## src/rtl/multi_cntdown_timer_pkg.sv

```systemverilog
// Shared definitions for the multi-channel countdown timer: channel states,
// the seconds-per-minute step and the edit-button priority encoder.
package multi_cntdown_timer_pkg;

  typedef enum logic [1:0] {
    ST_IDLE    = 2'd0,
    ST_RUN     = 2'd1,
    ST_PAUSED  = 2'd2,
    ST_EXPIRED = 2'd3
  } chState_e;

  localparam int SECS_PER_MIN = 60;

  typedef enum logic [2:0] {
    EDIT_NONE    = 3'd0,
    EDIT_MIN_INC = 3'd1,
    EDIT_MIN_DEC = 3'd2,
    EDIT_SEC_INC = 3'd3,
    EDIT_SEC_DEC = 3'd4
  } edit_e;

  // Only one edit wins per cycle: MIN_INC > MIN_DEC > SEC_INC > SEC_DEC.
  function automatic edit_e editSelect(input logic minInc, input logic minDec,
                                       input logic secInc, input logic secDec);
    if (minInc) return EDIT_MIN_INC;
    if (minDec) return EDIT_MIN_DEC;
    if (secInc) return EDIT_SEC_INC;
    if (secDec) return EDIT_SEC_DEC;
    return EDIT_NONE;
  endfunction

endpackage

```

## src/rtl/cntdown_channel.sv

```systemverilog
// One countdown channel: run state, count, preset, alarm hold counter and
// the registered DONE pulse.
module cntdown_channel
  import multi_cntdown_timer_pkg::*;
#(
  parameter int MAX_VAL    = 60000,
  parameter int BITS       = $clog2(MAX_VAL + 1),
  parameter int ALARM_SECS = 10
) (
  input  logic            clk_i,
  input  logic            rst_ni,
  input  logic            ce_i,
  input  logic            run_ce_i,
  input  logic            sel_i,
  input  logic            btn_run_i,
  input  logic            btn_min_inc_i,
  input  logic            btn_min_dec_i,
  input  logic            btn_sec_inc_i,
  input  logic            btn_sec_dec_i,
  input  logic            reload_en_i,
  output logic [BITS-1:0] count_o,
  output logic            running_o,
  output logic            alarm_o,
  output logic            done_p_o
);

  localparam int ABITS = $clog2(ALARM_SECS + 1);
  localparam logic [BITS:0] MaxW    = (BITS + 1)'(MAX_VAL);
  localparam logic [BITS:0] MinStep = {1'b0, BITS'(SECS_PER_MIN)};
  localparam logic [BITS:0] SecStep = (BITS + 1)'(1);

  chState_e         state_q, state_d;
  logic [BITS-1:0]  count_q, count_d, preset_q, preset_d, editVal;
  logic [ABITS-1:0] alarmCnt_q, alarmCnt_d;
  logic             done_q, done_d;
  logic             tick, runPress, anyEdit;
  edit_e            edit;
  logic [BITS:0]    wideCount, step, sum;

  assign tick      = ce_i & run_ce_i;
  assign runPress  = ce_i & sel_i & btn_run_i;
  assign edit      = (ce_i & sel_i) ? editSelect(btn_min_inc_i, btn_min_dec_i,
                                                 btn_sec_inc_i, btn_sec_dec_i)
                                    : EDIT_NONE;
  assign anyEdit   = (edit != EDIT_NONE);
  assign wideCount = {1'b0, count_q};
  assign step      = (edit == EDIT_MIN_INC || edit == EDIT_MIN_DEC) ? MinStep : SecStep;
  assign sum       = wideCount + step;

  // Arithmetic is one bit wider so saturation at MAX_VAL cannot overflow.
  always_comb begin
    editVal = count_q;
    case (edit)
      EDIT_MIN_INC, EDIT_SEC_INC: editVal = (sum > MaxW) ? MaxW[BITS-1:0] : BITS'(sum);
      EDIT_MIN_DEC, EDIT_SEC_DEC: editVal = (wideCount < step) ? '0 : BITS'(wideCount - step);
      default: editVal = count_q;
    endcase
  end

  always_comb begin
    state_d    = state_q;
    count_d    = count_q;
    preset_d   = preset_q;
    alarmCnt_d = alarmCnt_q;
    done_d     = 1'b0;
    case (state_q)
      ST_IDLE: begin
        if (runPress) begin
          if (count_q != '0) begin
            state_d  = ST_RUN;
            preset_d = count_q;
          end
        end else if (anyEdit) begin
          count_d = editVal;
        end
      end
      ST_PAUSED: begin
        if (runPress) begin
          state_d = (count_q != '0) ? ST_RUN : ST_IDLE;
        end else if (anyEdit) begin
          count_d = editVal;
        end
      end
      ST_RUN: begin
        // Expiry beats a same-cycle press; otherwise a press beats the tick.
        if (tick && count_q == BITS'(1)) begin
          done_d = 1'b1;
          if (reload_en_i) begin
            count_d = preset_q;
          end else begin
            count_d    = '0;
            state_d    = ST_EXPIRED;
            alarmCnt_d = '0;
          end
        end else if (runPress) begin
          state_d = ST_PAUSED;
        end else if (tick && count_q != '0) begin
          count_d = count_q - BITS'(1);
        end
      end
      ST_EXPIRED: begin
        if (runPress || anyEdit) begin
          state_d    = ST_IDLE;
          count_d    = preset_q;
          alarmCnt_d = '0;
        end else if (tick) begin
          if (alarmCnt_q == ABITS'(ALARM_SECS - 1)) begin
            state_d    = ST_IDLE;
            count_d    = preset_q;
            alarmCnt_d = '0;
          end else begin
            alarmCnt_d = alarmCnt_q + ABITS'(1);
          end
        end
      end
      default: state_d = ST_IDLE;
    endcase
  end

  always_ff @(posedge clk_i or negedge rst_ni) begin
    if (!rst_ni) begin
      state_q    <= ST_IDLE;
      count_q    <= '0;
      preset_q   <= '0;
      alarmCnt_q <= '0;
      done_q     <= 1'b0;
    end else begin
      state_q    <= state_d;
      count_q    <= count_d;
      preset_q   <= preset_d;
      alarmCnt_q <= alarmCnt_d;
      done_q     <= done_d;
    end
  end

  assign count_o   = count_q;
  assign running_o = (state_q == ST_RUN);
  assign alarm_o   = (state_q == ST_EXPIRED);
  assign done_p_o  = done_q;

endmodule

```

## src/rtl/multi_cntdown_timer.sv

```systemverilog
// CH_NUM independent countdown channels; buttons steer to the channel picked
// by CH_SEL, which also chooses the count shown on Q.
module multi_cntdown_timer
  import multi_cntdown_timer_pkg::*;
#(
  parameter int CH_NUM     = 4,
  parameter int CH_BITS    = (CH_NUM > 1) ? $clog2(CH_NUM) : 1,
  parameter int MAX_VAL    = 60000,
  parameter int BITS       = $clog2(MAX_VAL + 1),
  parameter int ALARM_SECS = 10
) (
  input  logic               CLK,
  input  logic               CLR_N,
  input  logic               CE,
  input  logic               RUN_CE,
  input  logic [CH_BITS-1:0] CH_SEL,
  input  logic               BTN_RUN,
  input  logic               BTN_MIN_INC,
  input  logic               BTN_MIN_DEC,
  input  logic               BTN_SEC_INC,
  input  logic               BTN_SEC_DEC,
  input  logic [CH_NUM-1:0]  RELOAD_EN,
  output logic [BITS-1:0]    Q,
  output logic [CH_NUM-1:0]  IS_RUNNING,
  output logic [CH_NUM-1:0]  ALARM,
  output logic [CH_NUM-1:0]  DONE_P
);

  logic [BITS-1:0] chCount [CH_NUM];

  for (genvar i = 0; i < CH_NUM; i++) begin : g_ch
    cntdown_channel #(
      .MAX_VAL   (MAX_VAL),
      .BITS      (BITS),
      .ALARM_SECS(ALARM_SECS)
    ) u_ch (
      .clk_i        (CLK),
      .rst_ni       (CLR_N),
      .ce_i         (CE),
      .run_ce_i     (RUN_CE),
      .sel_i        (CH_SEL == CH_BITS'(i)),
      .btn_run_i    (BTN_RUN),
      .btn_min_inc_i(BTN_MIN_INC),
      .btn_min_dec_i(BTN_MIN_DEC),
      .btn_sec_inc_i(BTN_SEC_INC),
      .btn_sec_dec_i(BTN_SEC_DEC),
      .reload_en_i  (RELOAD_EN[i]),
      .count_o      (chCount[i]),
      .running_o    (IS_RUNNING[i]),
      .alarm_o      (ALARM[i]),
      .done_p_o     (DONE_P[i])
    );
  end

  // Out-of-range selections match no channel and leave Q at zero.
  always_comb begin
    Q = '0;
    for (int i = 0; i < CH_NUM; i++) begin
      if (CH_SEL == CH_BITS'(i)) Q = chCount[i];
    end
  end

endmodule
```

## config.mk

```make
export PLATFORM = sky130hd
export DESIGN_NAME = multi_cntdown_timer
export DESIGN_NICKNAME = d
export VERILOG_FILES = /design/src/rtl/multi_cntdown_timer_pkg.sv /design/src/rtl/cntdown_channel.sv /design/src/rtl/multi_cntdown_timer.sv
export SDC_FILE = /design/constraint.sdc
export NUM_CORES = 1
export LEC_CHECK = 0
export BUFFER_PORTS_ARGS = -buffer_cell sky130_fd_sc_hd__clkbuf_2
export CAP_MARGIN = 20
export CORE_ASPECT_RATIO = 1.4
export CORE_MARGIN = 2
export CORE_UTILIZATION = 66
export CTS_BUF_LIST = sky130_fd_sc_hd__clkbuf_4 sky130_fd_sc_hd__clkbuf_8
export DETAILED_ROUTE_END_ITERATION = 6
export GPL_TIMING_DRIVEN = 0
export PLACE_DENSITY = 0.84
export SLEW_MARGIN = 20
export SYNTH_ARGS = -nofsm -noshare
export SYNTH_HDL_FRONTEND = slang
export SYNTH_SLANG_ARGS = --single-unit
```

## constraint.sdc

```tcl
create_clock -name CLK -period 3.85 [get_ports CLK]
set_input_delay 0.385 -clock CLK [delete_from_list [all_inputs] [get_ports CLK]]
set_output_delay 0.385 -clock CLK [all_outputs]
set_load 0.05 [all_outputs]
```

==> results.tsv <==
metric	value	unit
fin cells	2153	
die width	130	um
Int Power	5.92	mW
placer congestion estimate	0.993	
Final Util	73.6	%
placed insts	2101	
clock tree from TritonCTS	yes	
All-Layer GR Usage	42.1	%
Final Slew Violations	0	
Min-Delay Startpoint	RELOAD_EN[3]	
clk root buf	clkbuf_8	
setup tns final	0	ns
footprint of the multi-input gates	10100	um2
FF-to-FF path depth	10	
Final Cycle Share	97.0	%
highest clock rate	0.268	GHz
initial drt markers	2021	
power per cell area	795	nW/um2
largest net degree at the start of global routing	86	
register share of total power	24.5	%
DRC	0	
Avg Cell Area, Syn	8.30	um2
Detailed Place HPWL	36100	um
Clock Latency Late Sink	0.51	ns
asr flop ratio synth	100	%
post-DR wirelength/cell	23.0	um
Worst Clk Skew	0.0163	ns
# IOs	43	
Logic pwr share	64.6	%
Slew @ Worst Pin	1.08	ns
Post-Route WL	49600	um
switching share of power	53.6	%
Synth Net Count	1849	
Clock power frac	10.9	%
Worst-path clk slew	0.09	ns
Core Rows	64	
Post-Synthesis Cells	1762	
final instance area	16000	um2
Pleak	6.36	nW
final setup fails	0	
HP Class	primary input to flip-flop	
fin nets	1929	
routed vias	15500	
Synth Flop Type	dfrtp_1	
relative slew slack	28.0	%
reg2reg setup slack	0.22	ns
TritonCTS buffer count	17	
sw power	6.83	mW
most frequent cell after synthesis	nand2_1	
top cells by count, synth	nand2_1 (158), dfrtp_1 (156), nor2_1 (153), o21ai_0 (138), a21oi_1 (81)	
PortBufs	41	
Min Hold Slack	0.259	ns
Clock Path Buffers	2	
number of enable-type register cells in the synthesized netlist	0	
largest cells by area after synthesis	dfrtp_1 (27%), ha_1 (6.2%), o21ai_0 (4.7%)	
first-pass GRT wire length	77800	um
Crit Path Category	primary input to flip-flop	
hold depth	4	
status	completed	
Initial Util	67.1	%
clk sinks	156	
Ys Warns	0	
Post-Syn Area	14600	um2
top-area cell type share of the netlist area	26.7	%
FF-to-FF End	g_ch[3].u_ch.count_o[0]	
required time of the critical path	4.22	ns
H-tree depth	4	
crit start category	primary input	
layout cell share with drive strength beyond 1	17.0	%
hold path endpoint	g_ch[3].u_ch.state_q[1]	
grt total ovfl	0	
die area	23400	um2
post-DR vias/cell	7.20	
Worst Path Max Fanout	9	
Crit. End Element	flip-flop	
Sequential cell area	3900	um2
drt pass-1 iters	6	
# Max-Cap Violations	0	
Fillers	1724	
Worst R2R Start	g_ch[3].u_ch.count_o[4]	
post-placement cell area	15200	um2
Yosys reg bits	156	
Routed Antenna Nets	0	
Peak VDD IR	0.455	mV
critical path arrival	4.11	ns
sequential fraction of the synthesis area	26.7	%
Hold Fails Final Rpt	0	
antenna violations before repair	4	
Area Overhead vs Synth	9.58	%
core box area	21800	um2
die boundary height	180	um
vias in the first global route	14800	
Netlist cell types	106	
most area-hungry cell type in the Yosys netlist	dfrtp_1	
min Tclk post-route	3.73	ns
==> metrics by stage <==
stage / worst slack [ns] / total power, mW
floorplan: -0.0104 / 8.68
global route: -0.0230 / 13.4
global placement: -1.04 / 10.6
detailed placement: -1.08 / 10.8
finish: 0.116 / 12.7
CTS: 0.0128 / 12.3
==> how the worst max path moves through the flow <==
stage | start | to | slack [ns]
4_1_cts | CH_SEL[1] | g_ch[3].u_ch.count_o[0] | 0.01
5_1_grt | CE | g_ch[1].u_ch.count_o[2] | -0.02
2_1_floorplan | CH_SEL[1] | g_ch[3].u_ch.count_o[0] | -0.01
3_3_place_gp | CH_SEL[1] | g_ch[3].u_ch.count_o[0] | -1.04
3_5_place_dp | CH_SEL[1] | g_ch[3].u_ch.count_o[0] | -1.08
6_report | CE | g_ch[0].u_ch.count_o[11] | 0.12
==> timing repair <==
action,4_1_cts,5_1_grt
setup buffers,0,18
hold endpoints to repair,71,0
resized for setup,18,32
pin swaps,0,11
hold buffers,1,0
setup endpoints to repair,57,58
==> cells in the final DEF (no fill, tap or decap), types with 45 or more instances in the layout <==
cell,instances
nand2_1,156
dfrtp_1,156
nor2_1,146
o21ai_0,136
a21oi_1,77
clkbuf_1,75
ha_1,71
inv_1,64
xnor2_1,63
mux2_2,51
nor3_1,45
==> worst max-delay path, cell delays in order <==
cell	delay [ns]
clkbuf_2	0.23
or3b_4	0.47
nor2_4	0.19
ha_1	0.27
buf_4	0.17
a31oi_2	0.30
a22oi_1	0.23
xnor2_1	0.29
a31oi_1	0.13
o311a_1	0.33
o311a_4	0.42
o31a_1	0.31
o21ai_1	0.26
a22oi_1	0.11
==> sequential cells by signal, summed over array words and instances, names as in the netlist <==
signal and cells:
g_ch.u_ch.count_o 64, g_ch.u_ch.preset_q 64, g_ch.u_ch.state_q 8, g_ch.u_ch.alarmCnt_q 16, g_ch.u_ch.done_p_o 4
==> power groups by stage <==
| stage | Clock [mW] | Sequential (mW) | Combinational, mW |
|---|---|---|---|
| after floorplan | 0 | 2.77 | 5.91 |
| after global placement | 0 | 3.07 | 7.58 |
| after detailed placement | 0 | 3.09 | 7.76 |
| after CTS | 1.37 | 3.06 | 7.83 |
| after global routing | 1.44 | 3.17 | 8.83 |
| final | 1.39 | 3.12 | 8.23 |
==> layer usage <==
metal / GRT usage [%] / up-vias / wire (um)
li1: - / 6801 / -
met1: 52.0 / 7334 / 18300
met2: 66.6 / 1098 / 23000
met3: 9.89 / 270 / 5340
met4: 24.5 / 4 / 2950
met5: 0 / - / 25
==> cells by family after synthesis <==
| logic type | Yosys count | synth area share (%) |
|---|---|---|
| multiplexers | 79 | 7.21 |
| buffers and inverters | 199 | 5.88 |
| AO/OA/AOI/OAI | 579 | 28.4 |
| adder cells (fa/ha/maj) | 72 | 6.16 |
| flip-flops | 156 | 26.7 |
| AND/OR/NAND/NOR | 589 | 20.4 |
| XOR/XNOR | 88 | 5.27 |
==> area by class of cell <==
| cell class | instances | area share, % |
|---|---|---|
| Antenna cell | 1 | 0.0156 |
| Buffer | 131 | 3.85 |
| Clock buffer | 21 | 1.73 |
| Clock inverter | 11 | 0.890 |
| Inverter | 68 | 1.59 |
| Multi-Input combinational cell | 1407 | 62.8 |
| Sequential cell | 156 | 24.4 |
| Tap cell | 297 | 2.32 |
| Timing Repair Buffer | 61 | 2.41 |
Power figures use the tool's default switching activity.
